===== config.mk =====
export PLATFORM = sky130hd
export DESIGN_NAME = rdmx_addr_sequencer
export DESIGN_NICKNAME = d
export VERILOG_FILES = /design/src/rtl/rdmx_addr_sequencer.sv
export SDC_FILE = /design/constraint.sdc
export NUM_CORES = 2
export LEC_CHECK = 0
export CAP_MARGIN = 10
export CORE_MARGIN = 10
export CORE_UTILIZATION = 30
export CTS_BUF_LIST = sky130_fd_sc_hd__clkbuf_16
export CTS_CLUSTER_SIZE = 25
export DETAILED_ROUTE_END_ITERATION = 8
export GPL_TIMING_DRIVEN = 0
export HOLD_SLACK_MARGIN = 0.02
export PLACE_DENSITY_LB_ADDON = 0.3
export SLEW_MARGIN = 5
export SYNTH_ARGS = -nofsm -noshare
export SYNTH_HDL_FRONTEND = slang
export SYNTH_SLANG_ARGS = --single-unit
export TNS_END_PERCENT = 10

===== constraint.sdc =====
create_clock -name clk -period 6.3 [get_ports clk]
set_input_delay 1.26 -clock clk [delete_from_list [all_inputs] [get_ports clk]]
set_output_delay 1.26 -clock clk [all_outputs]
set_load 0.05 [all_outputs]

===== src/rtl/rdmx_addr_sequencer.sv =====
// Sequences expected RDMX frame-data / meta-data target addresses, one beat per frame-data packet.
// Define RDMX_SEQ_FRAME_COUNTER_EN to add the frame-counter write beat (fc_*) issued after each frame.
module rdmx_addr_sequencer #(
  parameter int unsigned MD_BYTES = 64,
  parameter int unsigned FNUM_W   = 32
) (
  input  logic              clk,
  input  logic              reset,
  input  logic              start,
  input  logic              stop,
  input  logic [63:0]       RFD_ADDR,
  input  logic [63:0]       RFD_SIZE,
  input  logic [63:0]       RMD_ADDR,
  input  logic [63:0]       RMD_SIZE,
  input  logic [31:0]       FRAME_SIZE,
  input  logic [15:0]       PACKET_SIZE,
  input  logic [31:0]       PACKETS_PER_GROUP,
`ifdef RDMX_SEQ_FRAME_COUNTER_EN
  input  logic [63:0]       RFC_ADDR,
  output logic              fc_valid,
  output logic [63:0]       fc_addr,
  output logic [FNUM_W-1:0] fc_data,
  input  logic              fc_ready,
`endif
  output logic              m_valid,
  input  logic              m_ready,
  output logic [63:0]       m_fd_addr,
  output logic [15:0]       m_len,
  output logic [63:0]       m_md_addr,
  output logic [FNUM_W-1:0] m_frame_num,
  output logic              m_last_frame,
  output logic              m_last_group,
  output logic              busy,
  output logic              cfg_error
);

  typedef enum logic [1:0] {S_IDLE, S_CHECK, S_RUN, S_ERROR} state_e;

  localparam logic [63:0]       MD_STEP  = 64'(MD_BYTES);
  localparam logic [FNUM_W-1:0] FNUM_ONE = FNUM_W'(1);

  state_e state_q, state_d;

  logic [63:0]       rfd_addr_q, rfd_size_q, rmd_addr_q, rmd_size_q;
  logic [31:0]       frame_size_q, ppg_q;
  logic [15:0]       pkt_size_q;
  logic [31:0]       foff_q, gcnt_q;
  logic [63:0]       fbase_q, mdoff_q;
  logic [FNUM_W-1:0] frame_num_q;
  logic              m_valid_q, m_valid_d;
  logic              stop_pend_q, stop_pend_d;
  logic              cfg_error_q, cfg_error_d;
  logic              latch_cfg, advance;

  logic [31:0] remaining;
  logic [15:0] beat_len;
  logic        last_frame, last_group, accept, cfg_ok, fd_wrap, md_wrap;
  logic        stop_req, fc_hold, fc_done;

  assign remaining  = frame_size_q - foff_q;
  assign beat_len   = (remaining < 32'(pkt_size_q)) ? remaining[15:0] : pkt_size_q;
  assign last_frame = (33'(foff_q) + 33'(pkt_size_q)) >= 33'(frame_size_q);
  assign last_group = (ppg_q != '0) && ((gcnt_q == ppg_q - 32'd1) || last_frame);
  assign accept     = m_valid_q && m_ready;
  assign stop_req   = stop || stop_pend_q;
  assign cfg_ok     = (pkt_size_q != '0) && (frame_size_q != '0) &&
                      (rfd_size_q >= 64'(frame_size_q)) && (rmd_size_q >= MD_STEP);
  // Rings hold whole frames/records only: wrap when the following slot would not fit.
  assign fd_wrap    = (65'(fbase_q) + (65'(frame_size_q) << 1)) > 65'(rfd_size_q);
  assign md_wrap    = (65'(mdoff_q) + (65'(MD_STEP) << 1)) > 65'(rmd_size_q);

`ifdef RDMX_SEQ_FRAME_COUNTER_EN
  logic [63:0]       rfc_addr_q;
  logic              fc_valid_q;
  logic [FNUM_W-1:0] fc_data_q;

  // Packet beats pause while a counter write is about to issue or is waiting for fc_ready.
  assign fc_hold = (accept && last_frame) || (fc_valid_q && !fc_ready);
  assign fc_done = !(accept && last_frame) && (!fc_valid_q || fc_ready);

  always_ff @(posedge clk) begin
    if (reset) begin
      rfc_addr_q <= '0;
      fc_valid_q <= 1'b0;
      fc_data_q  <= '0;
    end else begin
      if (latch_cfg) rfc_addr_q <= RFC_ADDR;
      if (advance && last_frame) begin
        fc_valid_q <= 1'b1;
        fc_data_q  <= frame_num_q + FNUM_ONE;
      end else if (fc_ready) begin
        fc_valid_q <= 1'b0;
      end
    end
  end

  assign fc_valid = fc_valid_q;
  assign fc_addr  = rfc_addr_q;
  assign fc_data  = fc_data_q;
`else
  assign fc_hold = 1'b0;
  assign fc_done = 1'b1;
`endif

  always_comb begin
    // NOTE: every signal driven here gets a default first so no latch can be inferred.
    state_d     = state_q;
    m_valid_d   = m_valid_q;
    stop_pend_d = stop_pend_q;
    cfg_error_d = cfg_error_q;
    latch_cfg   = 1'b0;
    advance     = 1'b0;
    case (state_q)
      S_IDLE, S_ERROR: begin
        if (start) begin
          state_d     = S_CHECK;
          latch_cfg   = 1'b1;
          cfg_error_d = 1'b0;
        end
      end
      S_CHECK: begin
        state_d     = cfg_ok ? S_RUN : S_ERROR;
        cfg_error_d = !cfg_ok;
      end
      S_RUN: begin
        advance = accept;
        if (stop_req && (!m_valid_q || accept) && fc_done) begin
          state_d     = S_IDLE;
          m_valid_d   = 1'b0;
          stop_pend_d = 1'b0;
        end else begin
          stop_pend_d = stop_req;
          m_valid_d   = (m_valid_q && !accept) || (!stop_req && !fc_hold);
        end
      end
      default: state_d = S_IDLE;
    endcase
  end

  // NOTE: state is updated with non-blocking assignments only, so every process sees pre-edge values.
  always_ff @(posedge clk) begin
    if (reset) begin
      state_q      <= S_IDLE;
      m_valid_q    <= 1'b0;
      stop_pend_q  <= 1'b0;
      cfg_error_q  <= 1'b0;
      rfd_addr_q   <= '0;
      rfd_size_q   <= '0;
      rmd_addr_q   <= '0;
      rmd_size_q   <= '0;
      frame_size_q <= '0;
      pkt_size_q   <= '0;
      ppg_q        <= '0;
      foff_q       <= '0;
      fbase_q      <= '0;
      mdoff_q      <= '0;
      frame_num_q  <= '0;
      gcnt_q       <= '0;
    end else begin
      state_q     <= state_d;
      m_valid_q   <= m_valid_d;
      stop_pend_q <= stop_pend_d;
      cfg_error_q <= cfg_error_d;
      if (latch_cfg) begin
        rfd_addr_q   <= RFD_ADDR;
        rfd_size_q   <= RFD_SIZE;
        rmd_addr_q   <= RMD_ADDR;
        rmd_size_q   <= RMD_SIZE;
        frame_size_q <= FRAME_SIZE;
        pkt_size_q   <= PACKET_SIZE;
        ppg_q        <= PACKETS_PER_GROUP;
        foff_q       <= '0;
        fbase_q      <= '0;
        mdoff_q      <= '0;
        frame_num_q  <= '0;
        gcnt_q       <= '0;
      end else if (advance) begin
        gcnt_q <= last_group ? '0 : gcnt_q + 32'd1;
        if (last_frame) begin
          foff_q      <= '0;
          frame_num_q <= frame_num_q + FNUM_ONE;
          fbase_q     <= fd_wrap ? '0 : fbase_q + 64'(frame_size_q);
          mdoff_q     <= md_wrap ? '0 : mdoff_q + MD_STEP;
        end else begin
          foff_q <= foff_q + 32'(pkt_size_q);
        end
      end
    end
  end

  // Beat fields read as zero whenever no beat is offered, which also keeps them zero out of reset.
  assign m_valid      = m_valid_q;
  assign m_fd_addr    = m_valid_q ? rfd_addr_q + fbase_q + 64'(foff_q) : '0;
  assign m_len        = m_valid_q ? beat_len : '0;
  assign m_md_addr    = m_valid_q ? rmd_addr_q + mdoff_q : '0;
  assign m_frame_num  = m_valid_q ? frame_num_q : '0;
  assign m_last_frame = m_valid_q && last_frame;
  assign m_last_group = m_valid_q && last_group;
  assign busy         = (state_q != S_IDLE);
  assign cfg_error    = cfg_error_q;

endmodule


==> metrics.txt <==
status finished, violations left; violations in the final reports setup timing; max_cap viols 0; CTS Buf Count 75; Port Buffers 520; Critical Path Start Type flop; Worst Hold Class reg -> reg; initial core utilization 0.3020; Area growth syn-to-layout 27.54%; clock sinks 559; global-route wire length before repair 263000 microns; initial antenna violation count 16; Hold WS 0.4514 ns; clock period minus worst slack 7.347 ns; vias per std cell 5.154; top cells by count, synth nand2_1, a21oi_1, dfxtp_1, ha_1, nor2_1; dominant cells by area after synthesis dfxtp_1, ha_1, nand2_1; Worst Path Max Fanout 6; Place WS -2.687 ns; max frequency 136.1 MHz; sequential area share after synthesis 0.2620; Netlist cell types 84; CTS tree done; Sum Neg Setup Slack -16.55 ns; kind of critical path reg -> out; Crit path arrival time 6.09 ns; async set-reset flop share out of synthesis 0; CTS hold repair buffers 0; area of the multi-input gates 30490 sq um; Vias 42730; Mapped Nets 6515; Detail Route Antenna Nets 0; Routed WL per cell 21.65 microns; # H-tree levels 3; Ys Warns 0; CTS max path bufs 3; core area 141400 sq um; largest net degree at the start of global routing 12; Synth Flop Type dfxtp_1; power density cells 276.4 nW/um^2; routability cong. 0.9606; fin util 0.3852; leakage 23.24 nW; Remaining Overflow, GRT 0; Fillers 14640; vias in the first global route 42230; final worst slack -1.047 ns; final hold vios 0; RSZ-0062 raised after global routing yes; Post-DP HPWL 146000 microns; drt first-iter violations 2898; Die Area 157800 sq um; critical path required time 5.04 ns; Register Area 11270 sq um; Syn Area/Cell 7.536 sq um; share of cells above drive strength 1 0.07365; Synth Instances 5667; max-slew violations 0; Final nets 7189; post-route insts no fill 8291; clock root buffer clkbuf_16; Remaining DRCs 0; DR pass1 iterations 5; Worst VDD drop 0.1620 mV; clk slew on worst S/H paths 0.06 ns; # IOs 522; gr usage total 0.2175; Final Setup Violations 20; post-synth top area share 0.2620; final wirelength 179500 microns; Post-synth EDFFs 0; Skew-Pair Late Insertion Delay 0.71 ns; Clock Skew 0.02769 ns; Tcrit/Tclk final 1.166; DP Cell Count 8080; measured slew at the worst slew-check pin 1.352 ns; headroom to the max-slew limit 0.09895; Crit. End Element primary output; Synth area leader dfxtp_1; Die H 397.3 microns; row cnt 138; area of the mapped netlist 42710 sq um; die extent in x 397.3 microns; most numerous cell in the Yosys netlist nand2_1; synthesized flop and latch total 559
[metal layers]
metal  share of wire  wire (microns)  GRT usage
met5         0.00013              23          0
met4           0.048            8590    0.09382
met3           0.064           11520    0.04430
met2            0.47           84870     0.3737
met1            0.42           74530     0.2609
[registers in the layout, summed over array words and instances (netlist names)]
| register | cells |
|---|---|
| fbase_q | 64 |
| rfd_addr_q | 64 |
| rfd_size_q | 64 |
| rmd_addr_q | 64 |
| rmd_size_q | 64 |
| mdoff_q | 58 |
| foff_q | 32 |
| frame_num_q | 32 |
| frame_size_q | 32 |
| gcnt_q | 32 |
| ppg_q | 32 |
| pkt_size_q | 16 |
| state_q | 2 |
| cfg_error | 1 |
| m_valid | 1 |
| stop_pend_q | 1 |
[final cells by class]
class,instances,area share
sequential,559,0.2069
tap,1890,0.04342
timing repair buffer,598,0.1074
clock inverter,56,0.008936
clock buffer,75,0.03446
antenna,6,0.0002757
inverter,271,0.01868
multi-input combinational,4588,0.5598
buffer,248,0.02010
[stage by stage]
stage / power, mW / area (sq um)
after CTS: 14.95 / 53920
final: 15.06 / 54470
after global routing: 15.96 / 54470
after global placement: 10.11 / 50330
after detailed placement: 10.19 / 50390
after floorplan: 8.112 / 42760
[placed cells by master (no fill, tap or decap), types with 14 or more instances in the layout]
cell / count
nand2_1: 972
ha_1: 460
dfxtp_1: 522
nor2b_1: 57
o211ai_1: 29
nor3_1: 62
nor4_1: 50
xnor2_1: 234
nand4_1: 117
nand3_1: 140
clkbuf_2: 25
and4_1: 25
clkbuf_1: 201
buf_6: 15
inv_1: 283
clkbuf_16: 75
o21bai_1: 31
fa_1: 35
xor2_1: 219
clkdlybuf4s50_1: 454
a21oi_1: 643
mux2i_1: 23
or3_1: 37
buf_8: 15
a21o_1: 203
dfxtp_2: 23
nor2_1: 445
o21a_1: 43
and2_1: 149
a31oi_1: 29
a211oi_1: 22
nand2b_1: 28
buf_4: 76
o21ai_0: 148
dfxtp_4: 14
and3_1: 74
[where the power goes]
group / switching (mW) / internal, mW
clock network: 1.83 / 2.42
logic: 3.81 / 2.47
registers: 0.554 / 3.97
[worst paths after layout]
path / startpoint / slack (ns) / to / cells after the start
min reg2reg: rmd_size_q[3]$_SDFFE_PP0P_ / 0.45 / rmd_size_q[3]$_SDFFE_PP0P_ / 2
max reg2reg: frame_size_q[0]$_SDFFE_PP0P_ / 0.04 / fbase_q[8]$_SDFFE_PP0P_ / 30
max: foff_q[5]$_SDFFE_PP0P_ / -1.05 / m_len[13] / 22
min: rmd_size_q[3]$_SDFFE_PP0P_ / 0.45 / rmd_size_q[3]$_SDFFE_PP0P_ / 2
[timing repair]
item	4_1_cts	5_1_grt
buffers inserted	53	20
gates resized for setup	401	147
setup endpoints to repair	293	193
pin swaps	49	48
cloned	2	0
[logic make-up (layout without fill, tap and decap cells)]
group	after synthesis	after routing	share of synthesized area
other cells	0	6	0
fa+ha+maj	507	507	0.1550
simple gates	2261	2261	0.2457
flops	559	559	0.2620
mux	30	30	0.007090
buf+inv	520	1248	0.04699
compound gates	1329	1329	0.1886
xor+xnor	461	461	0.09454
[worst max-delay path, stage by stage, from the launching register on]
cell,delay [ns]
dfxtp_2,0.42
inv_1,0.07
ha_1,0.24
or3_4,0.42
o22a_4,0.28
a31oi_4,0.21
buf_4,0.16
xnor2_2,0.16
ha_4,0.26
a21oi_2,0.14
o21a_1,0.16
o2bb2ai_2,0.08
or4_1,0.49
or4_1,0.40
a311o_1,0.31
nor4_2,0.20
and4_4,0.29
o2111ai_4,0.17
buf_8,0.21
buf_12,0.15
mux2i_4,0.21
nor2b_4,0.19
buf_8,0.16
(Power assumes the default switching activity.)
